<file path="src/rtl/uart_pkg.sv">
// Shared UART definitions: receive FSM states, divider floor, and the CTRL/register
// indices used by the uart_module register block.
package uart_pkg;

    typedef enum logic [2:0] {
        IDLE,
        START,
        DATA,
        PARITY,
        STOP,
        BREAK
    } rx_state_e;

    localparam int unsigned CLK_DIV_MIN = 4;

    // CTRL register bit positions
    localparam int CTRL_TX_EN   = 0;
    localparam int CTRL_TX_FULL = 1;
    localparam int CTRL_RX_FULL = 2;
    localparam int CTRL_RX_ERR  = 3;

    // Register indices in the uart_module map
    localparam int REG_DATA    = 0;
    localparam int REG_CTRL    = 1;
    localparam int REG_CLK_DIV = 2;

    function automatic logic [31:0] clamp_div(input logic [31:0] div);
        return (div < 32'(CLK_DIV_MIN)) ? 32'(CLK_DIV_MIN) : div;
    endfunction

endpackage

</file>
<file path="src/rtl/uart_sync.sv">
// Multi-flop synchronizer for an asynchronous input that idles high; resets to 1 so
// that leaving reset never looks like a falling edge.
module uart_sync #(
    parameter int STAGES = 2
) (
    input  logic clk,
    input  logic rstn_i,
    input  logic d,
    output logic q
);

    logic [STAGES-1:0] ff;

    // NOTE: state registers use non-blocking assignments so every flop samples the
    // pre-edge value of its neighbour, exactly like the hardware chain.
    always_ff @(posedge clk or negedge rstn_i) begin
        if (!rstn_i) ff <= '1;
        else         ff <= {ff[STAGES-2:0], d};
    end

    assign q = ff[STAGES-1];

endmodule

</file>
<file path="src/rtl/uart_rx_sampler.sv">
// UART receive sampler: synchronizes rx_i, mid-bit samples 8N(P)1 frames and emits
// each byte with a single-cycle valid pulse and a parity/framing error flag.
module uart_rx_sampler
    import uart_pkg::*;
#(
    parameter bit PARITY_EN   = 1'b1,
    parameter bit PARITY_ODD  = 1'b0,
    parameter int SYNC_STAGES = 2
) (
    input  logic        clk,
    input  logic        rstn_i,
    input  logic [31:0] clk_div_i,
    input  logic        rx_i,
    output logic [7:0]  rx_data_o,
    output logic        rx_valid_o,
    output logic        rx_err_o
);

    rx_state_e   state_q, state_d;
    logic [31:0] baud_q, baud_d;
    logic [31:0] div_q, div_d;
    logic [2:0]  bit_q, bit_d;
    logic [7:0]  shreg_q, shreg_d;
    logic        par_err_q, par_err_d;
    logic [7:0]  data_d;
    logic        err_d, valid_d;
    logic        rx_s;
    logic        tick;
    logic [31:0] div_in;

    uart_sync #(.STAGES(SYNC_STAGES)) u_sync (
        .clk    (clk),
        .rstn_i (rstn_i),
        .d      (rx_i),
        .q      (rx_s)
    );

    assign div_in = clamp_div(clk_div_i);
    assign tick   = (baud_q == 32'd0);

    always_ff @(posedge clk or negedge rstn_i) begin
        if (!rstn_i) begin
            state_q    <= IDLE;
            baud_q     <= '0;
            div_q      <= '0;
            bit_q      <= '0;
            shreg_q    <= '0;
            par_err_q  <= 1'b0;
            rx_data_o  <= '0;
            rx_err_o   <= 1'b0;
            rx_valid_o <= 1'b0;
        end else begin
            state_q    <= state_d;
            baud_q     <= baud_d;
            div_q      <= div_d;
            bit_q      <= bit_d;
            shreg_q    <= shreg_d;
            par_err_q  <= par_err_d;
            rx_data_o  <= data_d;
            rx_err_o   <= err_d;
            rx_valid_o <= valid_d;
        end
    end

    // NOTE: every signal written here gets a default first, so no path leaves one
    // unassigned and no latch is inferred.
    always_comb begin
        state_d   = state_q;
        baud_d    = baud_q;
        div_d     = div_q;
        bit_d     = bit_q;
        shreg_d   = shreg_q;
        par_err_d = par_err_q;
        data_d    = rx_data_o;
        err_d     = rx_err_o;
        valid_d   = 1'b0;

        unique case (state_q)
            IDLE: begin
                if (!rx_s) begin
                    state_d   = START;
                    div_d     = div_in;
                    baud_d    = (div_in >> 1) - 32'd1;
                    par_err_d = 1'b0;
                end
            end
            START: begin
                if (!tick) begin
                    baud_d = baud_q - 32'd1;
                end else if (rx_s) begin
                    state_d = IDLE;          // line bounced back high: glitch, not a start bit
                end else begin
                    state_d = DATA;
                    baud_d  = div_q - 32'd1;
                    bit_d   = 3'd0;
                end
            end
            DATA: begin
                if (!tick) begin
                    baud_d = baud_q - 32'd1;
                end else begin
                    shreg_d[bit_q] = rx_s;
                    bit_d          = bit_q + 3'd1;
                    baud_d         = div_q - 32'd1;
                    if (bit_q == 3'd7) state_d = PARITY_EN ? PARITY : STOP;
                end
            end
            PARITY: begin
                if (!tick) begin
                    baud_d = baud_q - 32'd1;
                end else begin
                    par_err_d = ((^shreg_q) ^ rx_s) != PARITY_ODD;
                    baud_d    = div_q - 32'd1;
                    state_d   = STOP;
                end
            end
            STOP: begin
                if (!tick) begin
                    baud_d = baud_q - 32'd1;
                end else begin
                    // Re-arm at mid-stop so a back-to-back start edge is not missed.
                    data_d  = shreg_q;
                    err_d   = par_err_q | ~rx_s;
                    valid_d = 1'b1;
                    state_d = rx_s ? IDLE : BREAK;
                end
            end
            BREAK: begin
                if (rx_s) state_d = IDLE;
            end
            default: state_d = IDLE;
        endcase
    end

endmodule

</file>
<file path="config.mk">
export PLATFORM = sky130hd
export DESIGN_NAME = uart_rx_sampler
export DESIGN_NICKNAME = d
export VERILOG_FILES = /design/src/rtl/uart_pkg.sv /design/src/rtl/uart_sync.sv /design/src/rtl/uart_rx_sampler.sv
export SDC_FILE = /design/constraint.sdc
export NUM_CORES = 1
export LEC_CHECK = 0
export CAP_MARGIN = 15
export CORE_AREA = 2 2 126 128
export CTS_CLUSTER_SIZE = 16
export DETAILED_ROUTE_END_ITERATION = 10
export DIE_AREA = 0 0 128 130
export GPL_TIMING_DRIVEN = 1
export HOLD_SLACK_MARGIN = 0.08
export PLACE_DENSITY_LB_ADDON = 0.12
export SLEW_MARGIN = 25
export SYNTH_ARGS = -nofsm -noshare
export SYNTH_HDL_FRONTEND = slang
export SYNTH_SLANG_ARGS = --single-unit
</file>
<file path="constraint.sdc">
create_clock -name clk -period 4.85 [get_ports clk]
set_input_delay 0.97 -clock clk [delete_from_list [all_inputs] [get_ports clk]]
set_output_delay 0.97 -clock clk [all_outputs]
set_load 0.05 [all_outputs]
</file>
Word level (Yosys, flattened, before mapping)
Index checks and enable logic that the tools add are counted.
{ "word_totals": {"register_bits": 91, "inputBits": 35, "output_inout_bits": 10, "elab_cells": 80} }
{ "op_classes": {"n_addsub": 4, "order_cmp": 3, "eq_ne": 16, "muxes": 29, "bitwise": 3, "reduce_logical": 15} }
{ "op_table": {"columns": ["cell", "n"], "rows": [
  ["$mux 32", 6],
  ["$pmux 32 s4", 1],
  ["$sub 32x1->32 const B", 2],
  ["$mux 3", 11],
  ["$logic_not 32->1", 1],
  ["$lt 32x3->1 const B", 1],
  ["$sub 31x1->32 const B", 1],
  ["$pmux 3 s6", 1],
  ["$ne 2x2->1 const B", 8],
  ["$eq 3x3->1 const B", 3],
  ["$bwmux 8", 1],
  ["$reduce_and 4->1", 2],
  ["$reduce_xor 8->1", 1],
  ["$reduce_and 7->1", 1],
  ["$eq 3x2->1 const B", 2],
  ["$pmux 3 s2", 1],
  ["$reduce_and 2->1", 3],
  ["$mux 1", 5],
  ["$lt 3x4->1 const B", 1],
  ["$reduce_bool 2->1", 2],
  ["$reduce_bool 4->1", 1],
  ["$add 3x1->3 const B", 1],
  ["$demux 1 s3", 1],
  ["$eq 3x1->1 const B", 1],
  ["12 further kinds", 12]
]} }

Longest topological paths before layout
Gate-level depths: netlist of the first run.
{ "depth": {"depth_word": 5, "ltp_mapped": 14, "depth_no_buf": 12} }

Modules after synthesis
From an unflattened synthesis of the first run, not the netlist that was laid out.
{ "unflattened": {"cells_unflattened": 749, "area_unflattened_um2": 6168.4} }
{ "modules_own_cells": {"columns": ["mod", "n_inst", "cells_per_inst", "area_each_um2", "seq_area_each_um2"], "rows": [
  ["uart_rx_sampler", 1, 747, 6115.9, 2227.1],
  ["uart_sync", 1, 2, 52.6, 52.6]
]} }

Worst setup path after synthesis of the first run
OpenSTA, ideal clock, no wires.
{ "synth_timing": {"path_type": "input port to flip-flop", "startpoint": "input clk_div_i[5]", "endpoint": "register baud_q[30]", "setup_ps": 124, "arrival_ps": 4424, "required_ps": 4726, "slack_ps": 302, "stages": 13, "path_buffers": 1, "cell_sequence": "or4_1 nor4_1 nand3_1 nand2_1 ha_1 or4b_1 or3_1 clkbuf_1 nor3_1 nand2_1 xnor2_1 and2_1 a211o_1"} }
{ "synth_via": {"elab_chain_len": 5} }
{ "synth_lines": {"columns": ["element", "line_no", "rtl"], "rows": [
  ["start: declaration", "uart_rx_sampler.sv:12", "input logic [31:0] clk_div_i,"],
  ["$lt 32x3->1", "uart_pkg.sv:28", "return (div < 32'(CLK_DIV_MIN)) ? 32'(CLK_DIV_MIN) : div;"],
  ["$mux 32 (*)", "uart_pkg.sv:28", null],
  ["$sub 31x1->32 (*)", "uart_rx_sampler.sv:83", "baud_d = (div_in >> 1) - 32'd1;"],
  ["$mux 32 (*)", "uart_rx_sampler.sv:80", "if (!rx_s) begin"],
  ["$pmux 32 s4 (*)", "uart_rx_sampler.sv:78", "unique case (state_q)"],
  ["end signal: assignment", "uart_rx_sampler.sv:54", "baud_q <= baud_d;"],
  ["end: declaration", "uart_rx_sampler.sv:20", "logic [31:0] baud_q, baud_d;"]
]} }
Every way passes the cells marked *; elsewhere a longest branch is shown, timed or not. The select of a mux whose other input is x is not followed.
A chain may end at the register's enable or synchronous reset.

Worst setup path in the final report of the first run
{ "layout_timing": {"startpoint": "input clk_div_i[5]", "endpoint": "register baud_q[28]"} }
Same word-level chain as after synthesis.

==> results of run 1 <==
cell usage in the layout, fill, tap and decap left out, types with 3 or more instances in the layout:
cell type,Yosys,final
nand3_1,14,14
nor4_1,22,22
inv_1,10,10
or4_1,11,11
o221ai_1,3,3
nor3_1,42,42
mux2_2,15,15
dfrtp_1,89,89
clkbuf_16,0,9
nand2_1,141,141
a31oi_1,8,8
a22oi_1,3,3
o211ai_1,3,3
clkdlybuf4s50_1,0,43
o22ai_1,13,13
and3_1,3,3
or4_4,3,3
o21ai_1,4,4
xnor2_1,40,40
nand3b_1,3,3
nor3b_1,6,6
ha_1,5,5
nor2_1,65,64
or3_1,21,21
a211o_1,3,3
nand4_1,7,7
a21oi_1,37,36
o21ai_0,59,59
nand2b_1,5,5
buf_4,0,34
a221oi_1,3,3
a211oi_1,6,6
xor2_1,28,28
final timing paths:
kind	from	end	slack (ns)
setup / recovery	clk_div_i[5]	baud_q[28]	0.21
hold / removal	u_sync.ff[0]	u_sync.ff[1]	0.36
setup reg to reg	state_q[1]	baud_q[29]	1.27
hold reg to reg	u_sync.ff[0]	u_sync.ff[1]	0.36
max in group asynchronous	rstn_i	div_q[28]	3.16
min in group asynchronous	rstn_i	baud_q[0]	0.73
critical path: stages:
cell and delay [ns]:
clkdlybuf4s50_1 0.42, or4_1 0.62, nor4_1 0.39, nand3_1 0.19
nand2_1 0.14, ha_1 0.21, or4b_1 0.50, or3_1 0.39
nor4_1 0.31, buf_4 0.20, nand2_1 0.06, xor2_1 0.12
nor2_1 0.05, a211o_1 0.30
area by class of cell:
cell class,count,area (um^2)
clock buffers,9,225
clock inverters,7,101
fillers,1533,8290
inverters,10,37.5
multi-input cells,611,3570
flip-flops and latches,91,2280
well taps,192,240
repair buffers,77,686
report_power, final:
part           switching, W  internal (W)  total, W
combinational      0.000164      0.000142  0.000306
sequential        0.0000880      0.000826  0.000914
clock              0.000334      0.000456  0.000790
total              0.000586       0.00142   0.00201
flip-flops by register name, summed over array words and instances, names as in the netlist:
name / count
baud_q: 32
bit_q: 3
rx_valid_o: 1
rx_err_o: 1
par_err_q: 1
state_q: 3
u_sync.ff: 2
div_q: 32
shreg_q: 8
rx_data_o: 8
cell families after synthesis:
logic type	share of synthesized area (%)
flops	37.8
xor+xnor	9.87
mux	3.13
compound gates	15.6
buf+inv	3.15
fa+ha+maj	1.04
simple gates	29.4
layer usage:
metal,up-vias,global-route usage (%)
met5,-,0
met4,0,6.72
met3,18,4.06
met2,189,38.8
met1,2843,32.6
li1,2788,-
stage by stage:
stage | setup TNS [ns] | area, um^2 | cells | hold WS, ns | utilization (%)
after global routing | 0 | 7140 | 997 | 0.362 | 46.3
after global placement | -0.106 | 6810 | 981 | 0.351 | 44.2
after floorplan | 0 | 6030 | 748 | 0.345 | -
after detailed placement | -0.245 | 6810 | 981 | 0.348 | 44.2
final | 0 | 7140 | 997 | 0.360 | 46.3
after CTS | 0 | 7140 | 997 | 0.361 | 46.3
==> metrics.yaml, run 1 <==
setup_path:
  cp.arrival_ns: 4.87
  crit_fanout: 3
  worstPathRequired_ns: 5.09
  endpoint_kind: "register"
  crit_type: "in2reg"
  rr_worst_depth: 6
  start_kind: "input pin"
global_routing:
  grt_pass1_wl_um: 30600
  grt_pass1_vias: 5628
  overflow: 0
  grt_max_degree: 65
  antenna_found_initial: 0
  track_usage_pct: 23.7
die:
  die-area_mm2: 0.0166
  die_w_um: 128
  coreArea_mm2: 0.0154
  fp.dieH_um: 130
  initial_core_util_pct: 39.1
  fp-row-count: 46
  ios: 45
placement:
  portBuffers: 44
  gp_routability_congestion: 0.913
  dp_hpwl_um: 13800
  pre_cts_ws_ns: -0.126
clocking:
  cts_tree: "yes"
  clockBufferDepth: 2
  cts_inserted_buffers: 9
  hold_buffers: 0
  cts_root_buf: "clkbuf_16"
  htree_levels: 3
  clkTransAtPathRegs_ns: 0.07
  postCtsSetupRepairBufs: 0
  cts_resized: 0
  cts_sinks: 91
  insertion_delay_ns: 0.36
cells_and_area:
  final_layout_size_suffix_gt1_share_pct: 10.3
  n_antenna_cell: 0
  nets: 840
  area_growth_syn_to_layout_pct: 18.3
yosys:
  syn_inst: 748
  yosys-top-cells-area: "dfrtp_1 (37%), nand2_1 (8.8%), xnor2_1 (5.8%)"
  synth.yosys.seq_area_share_pct: 37.8
  yosys-top-cells-count: "nand2_1 (141), dfrtp_1 (89), nor2_1 (65), o21ai_0 (59), nor3_1 (42)"
  synth_top_area_share_pct: 36.9
  synth_nets: 788
  synth_most_common_cell: "nand2_1"
  mappedNetlistArea_mm2: 0.00603
  yosys_warnings: 0
  async_flop_share_pct: 100
  synth.distinct_cells: 63
  yosysTopAreaCell: "dfrtp_1"
  synth-edff-count: 0
  yosys_register_bits: 91
  ys.flop_type: "dfrtp_1"
  synth_area_per_cell_um2: 8.07
timing:
  grt_setup_unrepaired: "no"
  setup_ws_ns: 0.214
  slew_viol_final: 0
  period_share_pct: 95.6
  finalSetupViolations: 0
  fin_crit_ns: 4.64
  maxSlewHeadroom_pct: 37.0
  finalHoldViolations: 0
  fmax_mhz: 216
  finClkSkew_ns: 0.00881
  worst_pin_slew_ns: 0.938
drt:
  drc: 0
  post_drt_wl_per_cell_um: 19.1
  drt_pass1_iterations: 5
  vias: 5838
  top_layer: "met4"
  wl_um: 19000
  drt_iter0_markers: 502
  route.layer.met1.wl_um: 8820
  vias_per_cell: 5.86
  dr_wl_met2_um: 8910
  dr_wl_met3_um: 1020
  detail-route-antenna-nets: 0
outcome:
  outcome: "complete, no violations"
power_and_ir_drop:
  vdd_ir_drop_max_uv: 213
  p_total_w: 0.00201
  power_density_mw_per_mm2: 282
  leakage_nw: 2.80
hold_path:
  holdPathStages: 0
  hp-class: "reg2reg"
job:
  drv_cap: 0
Note: power is estimated with default switching activity, not from simulation.
==> run 2, diff against run 1 <==
Settings changed: GPL_TIMING_DRIVEN 1 to 0.
==> run 2 against run 1 <==
Against the previous run:
- worst hold slack worse by 0.00058 ns
- final cell count up 0.40%
- total power down 5.8%
- cell area down 0.79%
- routed wire length down 0.74%
- fmax down 2.2%
- non-clock buffer count up 4
- first-iteration DRC count down 17%
- flip-flop and latch count unchanged
- critical path type unchanged
==> metrics.yaml, run 2 (synthesis results as in run 1) <==
drt:
  drc: 0  # unchanged
  vias: 5812  # -0.45%
  drt_pass1_iterations: 5  # unchanged
  wl_um: 18900  # -0.74%
  detail-route-antenna-nets: 0  # unchanged
  drt_iter0_markers: 417  # -17%
  vias_per_cell: 5.81  # -0.84%
  post_drt_wl_per_cell_um: 18.9  # -1.1%
clocking:
  insertion_delay_ns: 0.35  # about the same
  cts_sinks: 91  # unchanged
  clockBufferDepth: 2  # unchanged
  cts_inserted_buffers: 9  # unchanged
  cts_root_buf: "clkbuf_16"
  htree_levels: 3  # unchanged
  clkTransAtPathRegs_ns: 0.07  # about the same
  cts_tree: "yes"
  hold_buffers: 0  # unchanged
power_and_ir_drop:
  vdd_ir_drop_max_uv: 206  # -3.3%
  leakage_nw: 2.72  # -2.6%
  p_total_w: 0.00189  # -5.8%
  power_density_mw_per_mm2: 267  # -5.0%
cells_and_area:
  final_common_cell: "nand2_1"
  final_layout_size_suffix_gt1_share_pct: 8.28  # -2.0 points
  area_growth_syn_to_layout_pct: 17.4
  fill_cells: 1584  # +3.3%
  most-common-layout-cells: "nand2_1 (141), dfrtp_1 (89), nor2_1 (65)"
  nets: 844  # +0.48%
  reg.largest.list: "baud_q (32), div_q (32)"
  n_antenna_cell: 0  # unchanged
timing:
  fmax_mhz: 211  # -2.2%
  grt_setup_unrepaired: "no"
  finClkSkew_ns: 0.00788  # -0.000923 ns
  setup_ws_ns: 0.110  # -0.104 ns
  slew_viol_final: 0  # unchanged
  finalHoldViolations: 0  # unchanged
  fin_crit_ns: 4.74  # +0.104 ns
  period_share_pct: 97.7  # +2.1 points
  maxSlewHeadroom_pct: 31.5  # -5.5 points
  finalSetupViolations: 0  # unchanged
  worst_pin_slew_ns: 1.02  # +0.0866 ns
setup_path:
  crit_end: "baud_q[14]"
  timing.rr.end: "baud_q[12]"
  crit_fanout: 7  # +4
  worstPathRequired_ns: 5.06  # -0.03 ns
  r2r_slack_ns: 1.20  # -0.07 ns
  rr_worst_depth: 11  # +5
  cp.arrival_ns: 4.95  # +0.08 ns
  endpoint_kind: "register"
  critPathLaunch: "clk_div_i[27]"
  r2r_start: "baud_q[0]"
  crit_slowest_cell: "clkdlybuf4s50_1"
  crit_type: "in2reg"
  critical_path.max_stage_delay_ns: 0.57  # -0.05 ns
  path_cells: "clkdlybuf4s50_1 -> or3_1 -> nor4_4 -> nand3_1 -> nand2_1 -> ha_1 -> or4b_1 -> or3_4 -> nor3_4 -> buf_4 -> xnor2_1 -> o22ai_1 -> a31oi_1 -> o21ai_0"
  start_kind: "input pin"
placement:
  pre_cts_ws_ns: -1.33  # -1.20 ns
  gp_routability_congestion: 0.895  # -2.0%
  portBuffers: 43  # -2.3%
  dp_hpwl_um: 14200  # +2.7%
global_routing:
  grt_pass1_vias: 5660  # +0.57%
  grt_pass1_wl_um: 30500  # -0.31%
  grt_max_degree: 64  # -1.5%
  overflow: 0  # unchanged
  track_usage_pct: 23.7  # about the same
  antenna_found_initial: 0  # unchanged
die:
  coreArea_mm2: 0.0154  # unchanged
  die-area_mm2: 0.0166  # unchanged
  ios: 45  # unchanged
  die_w_um: 128  # unchanged
  fp.dieH_um: 130  # unchanged
  initial_core_util_pct: 39.1  # unchanged
  fp-row-count: 46  # unchanged
job:
  drv_cap: 0  # unchanged
outcome:
  outcome: "complete, no violations"
hold_path:
  hp-class: "reg2reg"
-- run 2: metal layers --
metal  global-route usage (%)  routed length [um]  vias to the layer above
met5                        0                   0                        -
met4                     8.60                 422                        0
met3                     4.35                1220                       31
met2                     38.4                8640                      202
met1                     32.0                8610                     2784
li1                         -                   -                     2795
-- run 2: worst max-delay path, delay by kind of cell --
kind	cells	cell delay (ns)
adder cells (fa/ha/maj)	1	0.23
buffers and inverters	2	0.73
AND/OR/NAND/NOR	7	2.51
AO/OA/AOI/OAI	3	0.42
XOR/XNOR	1	0.10
-- run 2: what timing repair did --
action / in CTS / in global routing
pin swaps: 2 / 1
gates resized for setup: 9 / 1
buffers inserted: 1 / 1
setup endpoints to repair: 11 / 5
-- run 2: how the worst min path moves through the flow --
| stage | start | end | slack, ns | depth (start not counted) |
|---|---|---|---|---|
| 2_1_floorplan | u_sync.ff[0] | u_sync.ff[1] | 0.35 | 0 |
| 3_3_place_gp | u_sync.ff[0] | u_sync.ff[1] | 0.35 | 0 |
| 3_5_place_dp | u_sync.ff[0] | u_sync.ff[1] | 0.35 | 0 |
| 4_1_cts | u_sync.ff[0] | u_sync.ff[1] | 0.36 | 0 |
| 5_1_grt | u_sync.ff[0] | u_sync.ff[1] | 0.37 | 0 |
| 6_report | u_sync.ff[0] | u_sync.ff[1] | 0.36 | 0 |
-- run 2: through the flow --
| step | utilization (%) | TNS, ns | hold WS (ns) | area [um^2] | std cells |
|---|---|---|---|---|---|
| 2_1_floorplan | - | 0 | 0.345 | 6030 | 748 |
| 3_3_place_gp | 43.5 | -77.88 | 0.350 | 6700 | 983 |
| 3_5_place_dp | 43.6 | -11.39 | 0.348 | 6730 | 984 |
| 4_1_cts | 45.9 | 0 | 0.362 | 7070 | 1001 |
| 5_1_grt | 45.9 | 0 | 0.367 | 7080 | 1001 |
| 6_report | 45.9 | 0 | 0.359 | 7080 | 1001 |
-- run 2: power by group --
group	switching (W)	internal [W]	total (W)
logic	0.000182	0.000139	0.000321
clock network	0.000327	0.000351	0.000678
registers	0.0000697	0.000826	0.000896
total	0.000578	0.00132	0.00189
-- run 2: area by class of cell --
| cell class | count | area (um^2) | area share (%) |
|---|---|---|---|
| multi-input combinational | 611 | 3630 | 51.2 |
| sequential | 91 | 2280 | 32.2 |
| inverter | 10 | 37.5 | 0.530 |
| clock inverter | 7 | 51.3 | 0.724 |
| timing repair buffer | 46 | 474 | 6.69 |
| clock buffer | 9 | 225 | 3.18 |
| buffer | 35 | 149 | 2.10 |
| tap | 192 | 240 | 3.39 |
